[src/rtl/if_fetch_stage.sv]
// ---------------------------------------------------------------------------
// if_fetch_stage
//
// Instruction-fetch stage together with the IF/ID pipeline register. It owns
// the program counter, runs a variable-latency request/acknowledge handshake
// towards instruction memory, and presents PC+4 plus the fetched instruction
// to the decode stage. When no fetched instruction is ready, it inserts a
// bubble: Instr = 0 (nop) and Valid = 0.
//
// Ports:
//   clk, rst_n     rising-edge clock, asynchronous active-low reset
//   PCWrite        hazard unit: 0 freezes the PC
//   IF_ID_Write    hazard unit: 0 holds the IF/ID register
//   IF_Flush       taken branch/jump in ID: squash fetch, redirect the PC
//   branch_target  redirect address, qualified by IF_Flush
//   imem_req       fetch request (decoded from state)
//   imem_addr      fetch address (decoded from state)
//   imem_rdata     instruction word, qualified by imem_ack
//   imem_ack       one-cycle completion strobe for the current request
//   IF_PC          current PC register
//   IF_ID_PC4      PC+4 of the instruction held in IF/ID
//   IF_ID_Instr    instruction held in IF/ID (0 for a bubble)
//   IF_ID_Valid    IF/ID holds a real instruction
// ---------------------------------------------------------------------------
module if_fetch_stage #(
  parameter int unsigned            PC_WIDTH    = 32,
  parameter int unsigned            INSTR_WIDTH = 32,
  parameter logic [PC_WIDTH-1:0]    RESET_PC    = '0
) (
  input  logic                   clk,
  input  logic                   rst_n,
  input  logic                   PCWrite,
  input  logic                   IF_ID_Write,
  input  logic                   IF_Flush,
  input  logic [PC_WIDTH-1:0]    branch_target,
  output logic                   imem_req,
  output logic [PC_WIDTH-1:0]    imem_addr,
  input  logic [INSTR_WIDTH-1:0] imem_rdata,
  input  logic                   imem_ack,
  output logic [PC_WIDTH-1:0]    IF_PC,
  output logic [PC_WIDTH-1:0]    IF_ID_PC4,
  output logic [INSTR_WIDTH-1:0] IF_ID_Instr,
  output logic                   IF_ID_Valid
);

  // START: idle cycle after reset
  // FETCH: request outstanding for pc
  // HOLD : instruction acked but parked until the pipeline advances
  // DROP : request still outstanding after a flush; its data is discarded
  typedef enum logic [1:0] {
    START = 2'd0,
    FETCH = 2'd1,
    HOLD  = 2'd2,
    DROP  = 2'd3
  } state_t;

  state_t                 state_q,      state_d;
  logic [PC_WIDTH-1:0]    pc_q,         pc_d;
  logic [PC_WIDTH-1:0]    redirect_q,   redirect_d;
  logic [PC_WIDTH-1:0]    buf_pc4_q,    buf_pc4_d;
  logic [INSTR_WIDTH-1:0] buf_instr_q,  buf_instr_d;
  logic [PC_WIDTH-1:0]    ifid_pc4_q,   ifid_pc4_d;
  logic [INSTR_WIDTH-1:0] ifid_instr_q, ifid_instr_d;
  logic                   ifid_valid_q, ifid_valid_d;

  logic                adv;
  logic                ack;
  logic [PC_WIDTH-1:0] pc_plus4;

  // A mismatched PCWrite/IF_ID_Write pair is treated as a stall.
  assign adv      = PCWrite & IF_ID_Write;
  assign imem_req = (state_q == FETCH) || (state_q == DROP);
  // An acknowledge with no request outstanding is ignored.
  assign ack      = imem_ack & imem_req;
  // Wraps modulo 2^PC_WIDTH.
  assign pc_plus4 = pc_q + PC_WIDTH'(4);

  // In DROP the PC still holds the squashed address, so the request address
  // stays stable until the stale acknowledge arrives.
  assign imem_addr = pc_q;

  assign IF_PC       = pc_q;
  assign IF_ID_PC4   = ifid_pc4_q;
  assign IF_ID_Instr = ifid_instr_q;
  assign IF_ID_Valid = ifid_valid_q;

  // Next-state decode. A flush always clears IF/ID, whatever IF_ID_Write is,
  // and takes priority over both the stall and the acknowledge. The IF/ID
  // register is written below only on the non-flush paths.
  always_comb begin
    state_d      = state_q;
    pc_d         = pc_q;
    redirect_d   = redirect_q;
    buf_pc4_d    = buf_pc4_q;
    buf_instr_d  = buf_instr_q;
    ifid_pc4_d   = ifid_pc4_q;
    ifid_instr_d = ifid_instr_q;
    ifid_valid_d = ifid_valid_q;

    if (IF_Flush) begin
      ifid_instr_d = '0;
      ifid_valid_d = 1'b0;
    end

    unique case (state_q)
      START: begin
        state_d = FETCH;
        if (IF_Flush) begin
          pc_d = branch_target;
        end else if (adv) begin
          ifid_instr_d = '0;
          ifid_valid_d = 1'b0;
        end
      end

      FETCH: begin
        if (IF_Flush) begin
          if (ack) begin
            pc_d = branch_target;
          end else begin
            redirect_d = branch_target;
            state_d    = DROP;
          end
        end else if (ack) begin
          if (adv) begin
            ifid_pc4_d   = pc_plus4;
            ifid_instr_d = imem_rdata;
            ifid_valid_d = 1'b1;
            pc_d         = pc_plus4;
          end else begin
            buf_pc4_d   = pc_plus4;
            buf_instr_d = imem_rdata;
            state_d     = HOLD;
          end
        end else if (adv) begin
          ifid_instr_d = '0;
          ifid_valid_d = 1'b0;
        end
      end

      HOLD: begin
        if (IF_Flush) begin
          pc_d    = branch_target;
          state_d = FETCH;
        end else if (adv) begin
          ifid_pc4_d   = buf_pc4_q;
          ifid_instr_d = buf_instr_q;
          ifid_valid_d = 1'b1;
          pc_d         = pc_plus4;
          state_d      = FETCH;
        end
      end

      DROP: begin
        // A second flush replaces the pending redirect: the latest target
        // wins, even when it coincides with the stale acknowledge.
        if (IF_Flush) begin
          if (ack) begin
            pc_d    = branch_target;
            state_d = FETCH;
          end else begin
            redirect_d = branch_target;
          end
        end else begin
          if (ack) begin
            pc_d    = redirect_q;
            state_d = FETCH;
          end
          if (adv) begin
            ifid_instr_d = '0;
            ifid_valid_d = 1'b0;
          end
        end
      end

      default: begin
        state_d = START;
      end
    endcase
  end

  // State and pipeline registers. An asynchronous reset abandons any
  // outstanding request by returning to START.
  always_ff @(posedge clk or negedge rst_n) begin
    if (!rst_n) begin
      state_q      <= START;
      pc_q         <= RESET_PC;
      redirect_q   <= '0;
      buf_pc4_q    <= '0;
      buf_instr_q  <= '0;
      ifid_pc4_q   <= '0;
      ifid_instr_q <= '0;
      ifid_valid_q <= 1'b0;
    end else begin
      state_q      <= state_d;
      pc_q         <= pc_d;
      redirect_q   <= redirect_d;
      buf_pc4_q    <= buf_pc4_d;
      buf_instr_q  <= buf_instr_d;
      ifid_pc4_q   <= ifid_pc4_d;
      ifid_instr_q <= ifid_instr_d;
      ifid_valid_q <= ifid_valid_d;
    end
  end

endmodule

[config.mk]
export PLATFORM = sky130hd
export DESIGN_NAME = if_fetch_stage
export DESIGN_NICKNAME = d
export VERILOG_FILES = /design/src/rtl/if_fetch_stage.sv
export SDC_FILE = /design/constraint.sdc
export NUM_CORES = 1
export LEC_CHECK = 0
export CORE_ASPECT_RATIO = 1.25
export CORE_MARGIN = 1
export CORE_UTILIZATION = 49
export CTS_BUF_LIST = sky130_fd_sc_hd__clkbuf_16
export CTS_CLUSTER_SIZE = 40
export DETAILED_ROUTE_END_ITERATION = 7
export HOLD_SLACK_MARGIN = 0.05
export PLACE_DENSITY = 0.77
export SYNTH_ARGS = -nofsm -noshare
export SYNTH_HDL_FRONTEND = slang
export SYNTH_SLANG_ARGS = --single-unit
[constraint.sdc]
create_clock -name clk -period 4 [get_ports clk]
set_clock_uncertainty 0.1 [all_clocks]
set_input_delay 0.8 -clock clk [delete_from_list [all_inputs] [get_ports clk]]
set_output_delay 0.8 -clock clk [all_outputs]
set_load 0.05 [all_outputs]
# Yosys cells after proc, flatten, opt, wreduce, memory -nomap -nowiden
# Cells that the tools add are included.
# totals
output_inout_bits	130
in_bits	70
regBits	195
elab_cells	79
# op_classes
mux	40
n_eq_ne	15
n_bitwise	5
reduce_logical	10
addsub	1
# ops
op	count
$mux W32	21
$pmux W32 S4	1
$pmux W32 S3	1
$pmux W32 S2	1
$add A32 B3 Y32 const B	1
$ne A3 B3 Y1 const B	5
$mux W2	7
$ne A2 B2 Y1 const B	7
$pmux W2 S4	1
$mux W1	7
$reduce_and A3 Y1	2
$reduce_and A6 Y1	1
$reduce_and A5 Y1	1
$eq A2 B2 Y1 const B	2
$reduce_and A4 Y1	1
$reduce_or A2 Y1	2
$not A1 Y1	3
$pmux W1 S3	1
$and A1 B1 Y1	2
$eq A2 B1 Y1 const B	1
$logic_not A2 Y1	1
$reduce_bool A2 Y1	1
$logic_or A1 B1 Y1	1

# Longest topological paths before layout
# Gate-level depths: netlist of the first run.
# depth
word_depth	6
ltp_mapped	10
depth_no_buf	7

# Worst setup path before layout of the first run
# No wires, ideal clock.
# synth_timing
path_kind	reg2reg
startpoint	register pc_q[17] (netlist: IF_PC[17])
endpoint	register pc_q[28] (netlist: IF_PC[28])
t_required_ps	3756
setup_ps	144
path_buffers	2
synth_period_minus_slack_ps	2610
path_stages_with_launch	8
arrival_ps	2366
path_slack_ps	1390
path_cell_list	dfrtp_1 buf_4 nand4_2 or4_1 buf_2 or4_4 o31ai_1 a32oi_1
# synth_via
elab_chain_len	5
word_cells_on_any_way	6
classes_between	1 x add/sub; 5 x mux
# synth_lines
item	line	source
start, declared	58	logic [PC_WIDTH-1:0] pc_q, pc_d;
start signal, assigned	196	pc_q <= pc_d;
$add A32 B3 Y32 *	76	assign pc_plus4 = pc_q + PC_WIDTH'(4);
$mux W32 *	125, 145	
$mux W32	124	end else if (ack) begin
$mux W32	117	if (IF_Flush) begin
$pmux W32 S4 *	105	unique case (state_q)
# Mark *: on every way between the ends. The rest lies on a longest branch, timed or not. The select of a mux whose other input is x is not followed.
# A chain may end at the register's enable or synchronous reset.

# Worst setup path in the final report of the first run
# layout_timing
startpoint	register state_q[1]
endpoint	output imem_req
# layout_via
elab_chain_len	2
word_cells_on_any_way	3
classes_between	2 x eq/ne; 1 x reduce/logical
# layout_lines
item	line	source
start, declared	57	state_t state_q, state_d;
start signal, assigned	195	state_q <= state_d;
$eq A2 B1 Y1 / $eq A2 B2 Y1 (equally long branches)	72	assign imem_req = (state_q == FETCH) || (state_q == DROP);
$logic_or A1 B1 Y1 *	72	
end, declared	36	output logic imem_req,
# Mark *: on every way between the ends. The rest lies on a longest branch, timed or not.

==> key figures, run 1 <==
Cells and area
  – Layout cells sized above 1: 0.149
  – Fillers: 1,935
  – Most frequent cells in the layout: dfrtp_1, clkdlybuf4s50_1, nand2_1, mux2_2, o21ai_0
  – Nets: 1,411
  – Layout Cells excl Fill: 1,636
  – Synth-to-layout area growth: 22.6%

Clock network
  – CTS tree: yes
  – Clock sink count: 195
  – CTS root buf: clkbuf_16
  – CTS resizes: 0
  – Hold buffers post-CTS: 0
  – Inserted Clock Buffers: 17
  – CTS Buffer Depth: 2
  – H-tree Lvls: 4
  – Worst-skew pair later-pin latency: 450 ps
  – Post-CTS Repair Setup Buffers: 0
  – Reg clk slew, reported paths: 70 ps

Global routing
  – Initial antenna violation count: 1
  – Largest net degree at the start of global routing: 73
  – Global route total overflow: 0
  – Global-route wire length before repair: 57,100 µm
  – Number of global-route vias before repair: 10.4k
  – GRT Resource Usage Total: 0.300

Timing
  – Unrepaired setup endpoints after global routing: false
  – Slew @ Worst Pin: 1110 ps
  – Slew Limit Headroom: 0.261
  – Setup TNS: 0 ps
  – Finish-stage setup viols: 0
  – Max Slew Vio Count: 0
  – Peak Freq: 288 MHz
  – Final Hold Fails: 0
  – Crit path time final: 3470 ps
  – Tcrit/Tclk final: 0.868

Worst setup path
  – Crit path DAT: 2570 ps
  – Reg2reg setup slack: 970 ps
  – Crit path kind: flip-flop to primary output
  – Worst Reg-to-Reg Cells: 5
  – CP Max Fanout: 19
  – Nature of the critical path startpoint: flip-flop
  – Most common cell on crit path: buf_4
  – Worst-path cell chain: inv_1 > ha_1 > buf_4 > buf_4 > inv_1 > nand2_1 > buf_4
  – CP max stage delay: 500 ps
  – CP Capture Type: primary output
  – CP top delay family: buffers and inverters
  – Worst path slowest cell: ha_1
  – Number of cells on the critical path: 7
  – CP Data Required Time: 3100 ps
  – Buf+Inv Stages, Crit Path: 5

Synthesis
  – Yosys cell types: 61
  – Mapped Cells: 1,232
  – Synth Warn #: 0
  – Post-Syn Area: 0.0116 mm²
  – Ys flop type: dfrtp_1
  – Synthesized net count: 1,309
  – Syn avg cell area: 9.41 µm²
  – Share of the yosys chip area belonging to registers: 0.421
  – Async SR Flop Fraction: 1.00
  – EDFF count, synth: 0
  – Flops & latches, synth: 195

Power
  – Maximum vdd drop: 0.475 mV
  – Leakage: 5.70 nW
  – Power Density: 851 mW/mm²

Hold path
  – Worst hold path class: primary input to asynchronous set/reset pin

Die
  – Initial core utilization: 0.502
  – Die H: 174 µm
  – Top Ports: 200
  – Placeable Area: 0.0231 mm²
  – Die ar.: 0.0243 mm²
  – Die span in x: 140 µm
  – # rows: 62

Placed design
  – Routability Congestion: 0.975
  – DP Cell Count: 1,603
  – HPWL Detailed: 24,200 µm
  – IO Port Bufs: 199

Routing
  – Final ANT Viol Nets: 0
  – Via density: 6.62
  – Final wirelength: 36,500 µm
  – Post-route DRC: 0
  – Vias post-DR: 10.8k
  – Initial DRC count: 1,181
  – Drt first pass iters: 6
  – Drt wl/cell: 22.3 µm

Run status
  – Status: finished clean

Flow run
  – Max_cap viols: 0
registers in the layout, summed over array words and instances (netlist names):
signal	flops
IF_ID_Instr	32
IF_ID_PC4	32
IF_PC	32
buf_instr_q	32
buf_pc4_q	32
redirect_q	32
state_q	2
IF_ID_Valid	1
per-layer routing:
layer | global-route usage | vias up | share of wire
met5 | 0 | - | 0
met4 | 0.157 | 0 | 0.055
met3 | 0.0689 | 147 | 0.088
met2 | 0.497 | 639 | 0.48
met1 | 0.363 | 5265 | 0.37
li1 | - | 4782 | -
cell usage after synthesis, drive strengths merged, types with 3 or more instances:
cell | n | area [µm²]
dfrtp | 195 | 4880
nand2 | 124 | 465
clkbuf | 101 | 379
mux2 | 99 | 1110
o21ai | 91 | 455
a22oi | 68 | 510
buf | 60 | 374
nor2 | 49 | 184
o22ai | 49 | 307
a21oi | 47 | 235
mux2i | 40 | 400
nand3 | 24 | 125
nand4 | 20 | 131
a221oi | 18 | 158
nor3 | 18 | 90.1
xor2 | 17 | 149
o221ai | 15 | 131
inv | 14 | 52.6
nor4 | 13 | 87.6
o211ai | 13 | 97.6
xnor2 | 13 | 114
and3 | 11 | 68.8
o31ai | 11 | 82.6
or3 | 11 | 68.8
a31oi | 10 | 62.6
a221o | 8 | 80.1
a211oi | 7 | 52.6
ha | 7 | 87.6
nor2b | 7 | 43.8
o31a | 7 | 61.3
nor3b | 6 | 45.0
and4 | 5 | 43.8
a311o | 4 | 40.0
a311oi | 4 | 35.0
and2 | 4 | 25.0
o311ai | 4 | 35.0
o41ai | 4 | 35.0
a211o | 3 | 26.3
a2bb2oi | 3 | 26.3
a31o | 3 | 26.3
a32oi | 3 | 26.3
or2 | 3 | 18.8
or4 | 3 | 26.3
report_power, final:
part	switching, W	internal [W]	total, W	leakage (nW)
Clock	0.000926	0.000872	0.00180	0.305
Sequential	0.000883	0.00279	0.00368	2.43
Combinational	0.00420	0.00242	0.00663	2.96
worst paths after layout:
check | from | to
max reg2reg | IF_PC[13]$_DFFE_PN0P_ | IF_ID_PC4[28]$_DFFE_PN0P_
min | rst_n | buf_instr_q[11]$_DFFE_PN0P_
max | state_q[1]$_DFFE_PN0P_ | imem_req
min reg2reg | IF_ID_PC4[0]$_DFFE_PN0P_ | IF_ID_PC4[0]$_DFFE_PN0P_
min in group clk | IF_ID_PC4[0]$_DFFE_PN0P_ | IF_ID_PC4[0]$_DFFE_PN0P_
max in group asynchronous | rst_n | buf_instr_q[30]$_DFFE_PN0P_
cell families after synthesis:
group | share of synthesized area
xor gates and xnor gates | 0.0227
buffers and inverters | 0.0695
AOI/OAI and AO/OA | 0.222
DFF | 0.421
adders and majority gates | 0.00755
and+or+nand+nor | 0.127
muxes | 0.131
per-stage QoR:
stage	power, W	utilization	cell area (µm²)	hold slack (ps)	worst slack (ps)
3_5_place_dp	0.0102	0.588	13600	369	832
5_1_grt	0.0127	0.615	14200	240	447
3_3_place_gp	0.0101	0.588	13600	362	885
2_1_floorplan	0.00821	-	11600	350	1390
6_report	0.0121	0.615	14200	214	529
4_1_cts	0.0120	0.615	14200	231	574
final cells by class:
cell class	instances	area (µm²)	share of cell area
multi-input cells	862	5960	0.419
flip-flops and latches	195	4880	0.343
repair buffers	244	2330	0.164
clock buffers	17	425	0.0299
well taps	288	360	0.0253
clock inverters	15	211	0.0149
inverters	14	52.6	0.00370
diodes	1	2.50	0.000176
Note: power is estimated with default switching activity, not from simulation.
==> run 2, diff against run 1 <==
--- a/config.mk
+++ b/config.mk
@@ -13,6 +13,7 @@
 export DETAILED_ROUTE_END_ITERATION = 7
 export HOLD_SLACK_MARGIN = 0.05
 export PLACE_DENSITY = 0.77
+export REMOVE_ABC_BUFFERS = 1
 export SYNTH_ARGS = -nofsm -noshare
 export SYNTH_HDL_FRONTEND = slang
 export SYNTH_SLANG_ARGS = --single-unit
==> run 2 against run 1 <==
Net effect: sequential power increased by 2%; sequential share of layout area rose by 0.11 points; cell area is 0.31% lower; total power down 0.81%; worst setup slack gained 31 ps; core utilization fell by 0.19 points.
==> key figures, run 2 (synthesis results as in run 1) <==
Run status
  – Status: finished clean

Power
  – Clock Power Share: 0.154
  – Switching Fraction: 0.494
  – Comb pwr share: 0.534
  – Maximum vdd drop: 0.600 mV
  – Total chip power: 0.0120 W
  – Sequential fraction of design power: 0.311
  – Psw: 0.00593 W
  – Cell Int Power: 0.00607 W
  – Leakage: 5.67 nW
  – Power Density: 847 mW/mm²

Die
  – Die H: 174 µm
  – Die span in x: 140 µm
  – Placeable Area: 0.0231 mm²
  – Die ar.: 0.0243 mm²
  – Top Ports: 200
  – Initial core utilization: 0.502
  – # rows: 62

Routing
  – Final ANT Viol Nets: 0
  – Drt wl/cell: 21.6 µm
  – Via density: 6.59
  – Post-route DRC: 0
  – Vias post-DR: 10.7k
  – Drt first pass iters: 6
  – Final wirelength: 35,200 µm
  – Initial DRC count: 1,068

Clock network
  – CTS Buffer Depth: 2
  – Post-CTS Repair Setup Buffers: 0
  – CTS resizes: 0
  – Worst-skew pair later-pin latency: 450 ps
  – Hold buffers post-CTS: 0
  – Reg clk slew, reported paths: 80 ps
  – Inserted Clock Buffers: 17
  – Clock sink count: 195
  – CTS tree: yes
  – H-tree Lvls: 4
  – CTS root buf: clkbuf_16

Timing
  – Final Hold Fails: 0
  – Slew @ Worst Pin: 1190 ps
  – Crit path time final: 3440 ps
  – Max Slew Vio Count: 0
  – Final worst slack: 560 ps
  – Unrepaired setup endpoints after global routing: false
  – Tcrit/Tclk final: 0.860
  – Finish-stage setup viols: 0
  – Peak Freq: 291 MHz
  – Slew Limit Headroom: 0.208

Worst setup path
  – CP Capture Type: primary output
  – CP Max Fanout: 17
  – Worst Reg-to-Reg Cells: 8
  – Reg2reg end: IF_PC[21]$_DFFE_PN0P_
  – Reg2reg setup slack: 720 ps
  – Crit path DAT: 2540 ps
  – Nature of the critical path startpoint: flip-flop
  – CP Data Required Time: 3100 ps
  – Crit path kind: flip-flop to primary output
  – FF-to-FF Start: state_q[1]$_DFFE_PN0P_

Placed design
  – IO Port Bufs: 199
  – Routability Congestion: 0.857
  – Worst slack at placement: 816 ps
  – Area after DPL: 0.0135 mm²
  – HPWL Detailed: 22,700 µm
  – DP Cell Count: 1,595

Global routing
  – Initial antenna violation count: 0
  – Number of global-route vias before repair: 10.4k
  – Global route total overflow: 0
  – Largest net degree at the start of global routing: 80
  – GRT Resource Usage Total: 0.291
  – Global-route wire length before repair: 56,000 µm

Cells and area
  – Layout Cells excl Fill: 1,627
  – Most frequent cells in the layout: dfrtp_1, clkdlybuf4s50_1, nand2_1, mux2_2, o21ai_0
  – Ant diodes: 0
  – Final Cell Area: 0.0142 mm²
  – Synth-to-layout area growth: 22.3%
  – Nets: 1,403
  – Layout cells sized above 1: 0.144
  – Fillers: 1,952

Hold path
  – Worst hold path class: primary input to asynchronous set/reset pin

Flow run
  – Max_cap viols: 0
==> run 2: how the worst max path moves through the flow <==
stage                                 from                          to  slack (ps)  cells after the start
finish              state_q[1]$_DFFE_PN0P_                    imem_req         560                      5
global route        state_q[1]$_DFFE_PN0P_                    imem_req         480                      5
CTS                 state_q[1]$_DFFE_PN0P_                    imem_req         630                      5
detailed placement             IF_ID_Write       IF_PC[21]$_DFFE_PN0P_         820                      7
global placement                   PCWrite       IF_PC[21]$_DFFE_PN0P_         790                      7
floorplan                          PCWrite  buf_instr_q[0]$_DFFE_PN0P_       -1130                      3
==> run 2: stage by stage <==
step	hold slack, ps	util	TNS (ps)
6_report	250	0.613	0
5_1_grt	317	0.613	0
4_1_cts	311	0.613	0
3_5_place_dp	370	0.585	0
3_3_place_gp	361	0.585	0
2_1_floorplan	350	-	-80170
==> run 2: area by class of cell <==
class,instances,area (µm²),share of cell area
Multi-Input combinational cell,862,5960,0.420
Clock inverter,15,218,0.0154
Sequential cell,195,4880,0.344
Timing Repair Buffer,236,2290,0.161
Tap cell,288,360,0.0254
Clock buffer,17,425,0.0300
Inverter,14,52.6,0.00371
==> run 2: worst max-delay path, stage by stage (launching register included) <==
cell and delay (ps):
dfrtp_1 420, inv_1 150, ha_1 770, inv_1 320, nand2_1 200, buf_4 220
==> run 2: per-layer routing <==
layer  track usage  share of wire  vias up
met4         0.128          0.030        0
met1         0.370           0.39     5195
met3        0.0468          0.095       98
met2         0.488           0.48      665
met5             0              0        -
li1              -              -     4762
==> run 2: power groups by stage <==
stage          sequential (W)  clock (W)  combinational, W
2_1_floorplan         0.00521          0           0.00259
3_3_place_gp          0.00370          0           0.00623
3_5_place_dp          0.00375          0           0.00634
4_1_cts               0.00371    0.00187           0.00638
5_1_grt               0.00386    0.00194           0.00678
6_report              0.00374    0.00185           0.00642
